===== config.mk =====
export PLATFORM = sky130hd
export DESIGN_NAME = cv32e40s_register_file_scrub
export DESIGN_NICKNAME = d
export VERILOG_FILES = /design/src/rtl/cv32e40s_register_file_scrub.sv
export SDC_FILE = /design/constraint.sdc
export NUM_CORES = 2
export LEC_CHECK = 0
export CELL_PAD_IN_SITES_DETAIL_PLACEMENT = 1
export CELL_PAD_IN_SITES_GLOBAL_PLACEMENT = 2
export CORE_ASPECT_RATIO = 0.9
export CORE_MARGIN = 3
export CORE_UTILIZATION = 45
export DETAILED_ROUTE_END_ITERATION = 7
export GPL_TIMING_DRIVEN = 0
export PLACE_DENSITY = 0.94
export REMOVE_ABC_BUFFERS = 1
export SLEW_MARGIN = 20
export SYNTH_ARGS = -nofsm -noshare
export SYNTH_HDL_FRONTEND = slang
export SYNTH_SLANG_ARGS = --single-unit

===== constraint.sdc =====
create_clock -name clk -period 12.1 [get_ports clk]
set_input_delay 2.42 -clock clk [delete_from_list [all_inputs] [get_ports clk]]
set_output_delay 2.42 -clock clk [all_outputs]
set_load 0.005 [all_outputs]

===== src/rtl/cv32e40s_register_file_scrub.sv =====
// Flip-flop integer register file with per-byte alternating parity on every word,
// parity checking on all read ports and a background scrubber for unread registers.
module cv32e40s_register_file_scrub #(
    parameter int unsigned  NUM_WORDS       = 32,
    parameter int unsigned  DATA_WIDTH      = 32,
    parameter int unsigned  NUM_READ_PORTS  = 2,
    parameter int unsigned  NUM_WRITE_PORTS = 2,
    parameter int unsigned  ZERO_REG        = 1,
    parameter int unsigned  SCRUB_INTERVAL  = 16,
    localparam int unsigned ADDR_WIDTH      = $clog2(NUM_WORDS),
    localparam int unsigned PAR_WIDTH       = DATA_WIDTH / 8
) (
    input  logic                                  clk,
    input  logic                                  rst,
    input  logic [NUM_READ_PORTS*ADDR_WIDTH-1:0]  raddr_i,
    output logic [NUM_READ_PORTS*DATA_WIDTH-1:0]  rdata_o,
    output logic [NUM_READ_PORTS-1:0]             rerr_o,
    input  logic [NUM_WRITE_PORTS*ADDR_WIDTH-1:0] waddr_i,
    input  logic [NUM_WRITE_PORTS*DATA_WIDTH-1:0] wdata_i,
    input  logic [NUM_WRITE_PORTS-1:0]            we_i,
    input  logic [NUM_WRITE_PORTS-1:0]            winj_i,
    input  logic                                  scrub_en_i,
    output logic [ADDR_WIDTH-1:0]                 scrub_ptr_o,
    output logic                                  scrub_err_o,
    output logic [ADDR_WIDTH-1:0]                 scrub_err_addr_o,
    output logic                                  err_sticky_o,
    input  logic                                  err_clr_i
);

    localparam int unsigned CW_WIDTH  = PAR_WIDTH + DATA_WIDTH;
    localparam int unsigned CNT_WIDTH = $clog2(SCRUB_INTERVAL);
    localparam logic [ADDR_WIDTH-1:0] PTR_FIRST = (ZERO_REG != 0) ? ADDR_WIDTH'(1) : '0;

    typedef logic [CW_WIDTH-1:0] cw_t;
    typedef enum logic {S_WAIT, S_CHECK} scrub_state_e;

    // Odd bytes use odd parity so that the all-zero word is never a valid codeword.
    function automatic logic [PAR_WIDTH-1:0] gen_par(input logic [DATA_WIDTH-1:0] data);
        logic [PAR_WIDTH-1:0] par;
        for (int unsigned k = 0; k < PAR_WIDTH; k++) begin
            par[k] = (^data[8*k +: 8]) ^ k[0];
        end
        return par;
    endfunction

    localparam cw_t ZERO_CW = {gen_par('0), {DATA_WIDTH{1'b0}}};

    cw_t                  mem_q [NUM_WORDS];
    cw_t                  mem_d [NUM_WORDS];
    logic [PAR_WIDTH-1:0] wpar  [NUM_WRITE_PORTS];
    cw_t                  rd_cw [NUM_READ_PORTS];
    cw_t                  chk_cw;
    logic                 wr_hit;
    logic                 scrub_fail;

    scrub_state_e         state_q;
    logic [CNT_WIDTH-1:0] cnt_q;
    logic [ADDR_WIDTH-1:0] ptr_q;
    logic                 scrub_err_q;
    logic [ADDR_WIDTH-1:0] err_addr_q;
    logic                 sticky_q;

    always_comb begin
        for (int unsigned j = 0; j < NUM_WRITE_PORTS; j++) begin
            wpar[j]    = gen_par(wdata_i[j*DATA_WIDTH +: DATA_WIDTH]);
            wpar[j][0] = wpar[j][0] ^ winj_i[j];
        end
    end

    // Later ports overwrite earlier ones, giving the highest index priority.
    always_comb begin
        mem_d = mem_q;
        for (int unsigned j = 0; j < NUM_WRITE_PORTS; j++) begin
            if (we_i[j] && !((ZERO_REG != 0) && (waddr_i[j*ADDR_WIDTH +: ADDR_WIDTH] == '0))) begin
                mem_d[waddr_i[j*ADDR_WIDTH +: ADDR_WIDTH]] = {wpar[j], wdata_i[j*DATA_WIDTH +: DATA_WIDTH]};
            end
        end
    end

    always_ff @(posedge clk) begin
        if (rst) begin
            mem_q <= '{default: ZERO_CW};
        end else begin
            mem_q <= mem_d;
        end
    end

    always_comb begin
        rdata_o = '0;
        rerr_o  = '0;
        rd_cw   = '{default: '0};
        for (int unsigned p = 0; p < NUM_READ_PORTS; p++) begin
            rd_cw[p] = mem_q[raddr_i[p*ADDR_WIDTH +: ADDR_WIDTH]];
            rdata_o[p*DATA_WIDTH +: DATA_WIDTH] = rd_cw[p][DATA_WIDTH-1:0];
            rerr_o[p] = gen_par(rd_cw[p][DATA_WIDTH-1:0]) != rd_cw[p][CW_WIDTH-1:DATA_WIDTH];
        end
    end

    always_comb begin
        chk_cw = mem_q[ptr_q];
        wr_hit = 1'b0;
        for (int unsigned j = 0; j < NUM_WRITE_PORTS; j++) begin
            if (we_i[j] && (waddr_i[j*ADDR_WIDTH +: ADDR_WIDTH] == ptr_q)) begin
                wr_hit = 1'b1;
            end
        end
        scrub_fail = (state_q == S_CHECK) && !wr_hit &&
                     (gen_par(chk_cw[DATA_WIDTH-1:0]) != chk_cw[CW_WIDTH-1:DATA_WIDTH]);
    end

    // The CHECK cycle fills the last slot of the interval, so WAIT leaves one count
    // early and the check period stays exactly SCRUB_INTERVAL enabled cycles.
    always_ff @(posedge clk) begin
        if (rst) begin
            state_q     <= S_WAIT;
            cnt_q       <= '0;
            ptr_q       <= PTR_FIRST;
            scrub_err_q <= 1'b0;
            err_addr_q  <= '0;
            sticky_q    <= 1'b0;
        end else begin
            scrub_err_q <= scrub_fail;
            sticky_q    <= (sticky_q & ~err_clr_i) | (|rerr_o) | scrub_fail;
            if (scrub_fail) begin
                err_addr_q <= ptr_q;
            end
            case (state_q)
                S_WAIT: begin
                    if (scrub_en_i) begin
                        if (cnt_q == CNT_WIDTH'(SCRUB_INTERVAL - 2)) begin
                            state_q <= S_CHECK;
                            cnt_q   <= '0;
                        end else begin
                            cnt_q <= cnt_q + CNT_WIDTH'(1);
                        end
                    end
                end
                S_CHECK: begin
                    ptr_q   <= (ptr_q == ADDR_WIDTH'(NUM_WORDS - 1)) ? PTR_FIRST : ptr_q + ADDR_WIDTH'(1);
                    state_q <= S_WAIT;
                end
                default: state_q <= S_WAIT;
            endcase
        end
    end

    assign scrub_ptr_o      = ptr_q;
    assign scrub_err_o      = scrub_err_q;
    assign scrub_err_addr_o = err_addr_q;
    assign err_sticky_o     = sticky_q;

endmodule


==> reports/results.tsv <==
metric	value	unit
status	complete, but fails checks	
violations	DRC	
core_area	176000	sq um
ys_ff_latch	1169	
netlist_instances	8185	
num_io_pins	170	
grt_max_degree	171	
setup_ws	925	ps
fin_util	50.8	%
firstDrtPassIters	8	
grt_pass1_vias	81029	
synth_edf_count	0	
critPathKind	input pin to primary output	
rows	146	
dieWidth	450	um
synth-warning-count	0	
die_h	406	um
grt_pass1_wl	588000	um
critPathCaptureType	primary output	
min_period_over_period	92.4	%
drc	3	
start_kind	input pin	
cts_buffer_depth	3	
rsz0062_at_grt	false	
mostFrequentLayoutCells	dfxtp_1, nand2_1, nor2_1	
leakagePower	35.3	nW
wirelength	413000	um
cts_tree	done	
grt_overflow	0	
first_iter_violations	13887	
cts_made_buffers	135	
hp-class	register to register	
crit_fanout	71	
cts_root_buf	clkbuf_16	
maxSlewHeadroom	13.6	%
final_cell_count_no_fill	10094	
hpwl	250000	um
area_delta_synth_final	12.1	%
clock_latency	840	ps
finalSetupViolCount	0	
reg2reg_slack	5310	ps
finalHoldViolations	0	
avgSynthCellArea	9.76	sq um
cp.required	9680	ps
clkSlewWorstSetupHoldPaths	60	ps
fmax	89.5	MHz
cts_sinks	1169	
start_util	45.3	%
antenna_left	0	
skew	30.3	ps
port_buffers	169	
period_needed	11170	ps
vias	80141	
cts_resized	0	
nNetsFinal	7689	
gr-usage-all-layers	44.3	%
synthDistinctLibCells	58	
ys_seq_area_share	29.3	%
cap_violations	0	
cts_setup_buffers	0	
drt-wirelength-per-cell	40.9	um
worst_pin_slew	1300	ps
holdBufCountCts	0	
die-area	183000	sq um
h-tree-depth	4	
drive_above_1_share	20.0	%
layout_commonest_cell	dfxtp_1	
antenna_found_initial	28	
powerDensity	110	nW/um^2
routed_via_density	7.94	
ir_worst_vdd	0.000142	V
drv_slew	0	
gp_congestion	0.850	
critPathArrivalTime	8750	ps
dp_slack	1460	ps
syn_area	79900	sq um
synth-main-ff-cell	dfxtp_1	
place_inst	9823	
async_reset_ff_share	0	%
## sequential cells by signal, indices dropped and copies added (netlist names)
| name | count |
|---|---|
| err_sticky_o | 1 |
| scrub_ptr_o | 5 |
| cnt_q | 4 |
| scrub_err_addr_o | 5 |
| scrub_err_o | 1 |
| state_q | 1 |
| mem_q | 1152 |
## layout make-up
type	instances	area (sq um)
Multi-Input combinational cell	5890	52300
Clock inverter	49	564
Clock buffer	191	4000
Inverter	21	93.8
Timing Repair Buffer	378	6140
Fill cell	18814	86600
Sequential cell	1169	23400
Tap cell	2368	2960
Antenna cell	28	70.1
## power by group
group	switching, W	internal [W]	leakage (nW)
sequential	0.0000821	0.00392	9.45
clock	0.00192	0.00252	2.26
combinational	0.000948	0.000480	23.6
## critical path, cell delays in order
cell             delay (ps)
buf_8                   410
buf_16                  390
buf_16                  370
buf_16                  390
mux4_2                  300
o22a_1                  160
o221ai_1                120
nor3_1                  920
xnor2_1                 330
xor2_1                  500
xnor2_2                 170
xor2_1                  770
o211ai_1                430
buf_4                   300
clkdlybuf4s50_1         460
## cells in the mapped netlist, types with 14 or more instances
cell type     n  area (sq um)
xor2_1       32           280
buf_1       100           375
buf_6        62           698
inv_1        20          75.1
a41oi_1      14           123
a221oi_1     25           219
nand2_1    1166          4380
xnor2_1     124          1090
o21ai_0     137           686
a21oi_1      43           215
buf_2        73           365
o221ai_1    102           893
a311oi_1    450          3940
o211ai_1     96           721
o22ai_1      79           494
a211oi_1    558          4190
mux2i_1     837          8380
mux2_2       41           462
nor2_1     1110          4170
nor3_1       26           130
buf_4        33           248
mux4_2      880         19800
nor2b_1      46           288
nand3_1      19          95.1
clkbuf_1    832          3120
dfxtp_1    1169         23400
## kinds of logic (layout without fill, tap and decap cells)
group | after synthesis | count (layout) | share of synthesized area (%)
buffers and inverters | 1126 | 639 | 6.18
AO/OA/AOI/OAI | 1533 | 1533 | 14.7
flip-flops | 1169 | 1169 | 29.3
XOR/XNOR | 167 | 167 | 2.01
adder cells (fa/ha/maj) | 2 | 2 | 0.0313
other | 0 | 28 | 0
AND/OR/NAND/NOR | 2430 | 2430 | 11.9
multiplexers | 1758 | 1758 | 35.9
## per-stage QoR
step | area, sq um | TNS, ps | hold slack, ps | total power, W
6_report | 89500 | 0 | 466 | 0.00987
5_1_grt | 89400 | 0 | 490 | 0.0100
4_1_cts | 89400 | 0 | 467 | 0.00973
3_5_place_dp | 84800 | 0 | 456 | 0.00540
3_3_place_gp | 79700 | - | 446 | 0.00547
2_1_floorplan | 75000 | -64310 | 449 | 0.00460
## path summary, 6_finish.rpt
check | startpoint | endpoint | cells after the start
worst max-delay path | raddr_i[6] | rerr_o[1] | 15
worst min-delay path | scrub_err_addr_o[2] | scrub_err_addr_o[2] | 2
worst max register to register | scrub_ptr_o[1] | scrub_err_addr_o[0] | 15
worst min register to register | scrub_err_addr_o[2] | scrub_err_addr_o[2] | 2
## layer usage
layer,part of all wire [%],global-route usage [%],up-vias
met5,0.018,0.583,-
met3,16,20.7,2865
met1,33,51.7,39594
met4,11,39.5,8
li1,-,-,29766
met2,40,60.1,7908
Note: power is estimated with default switching activity, not from simulation.
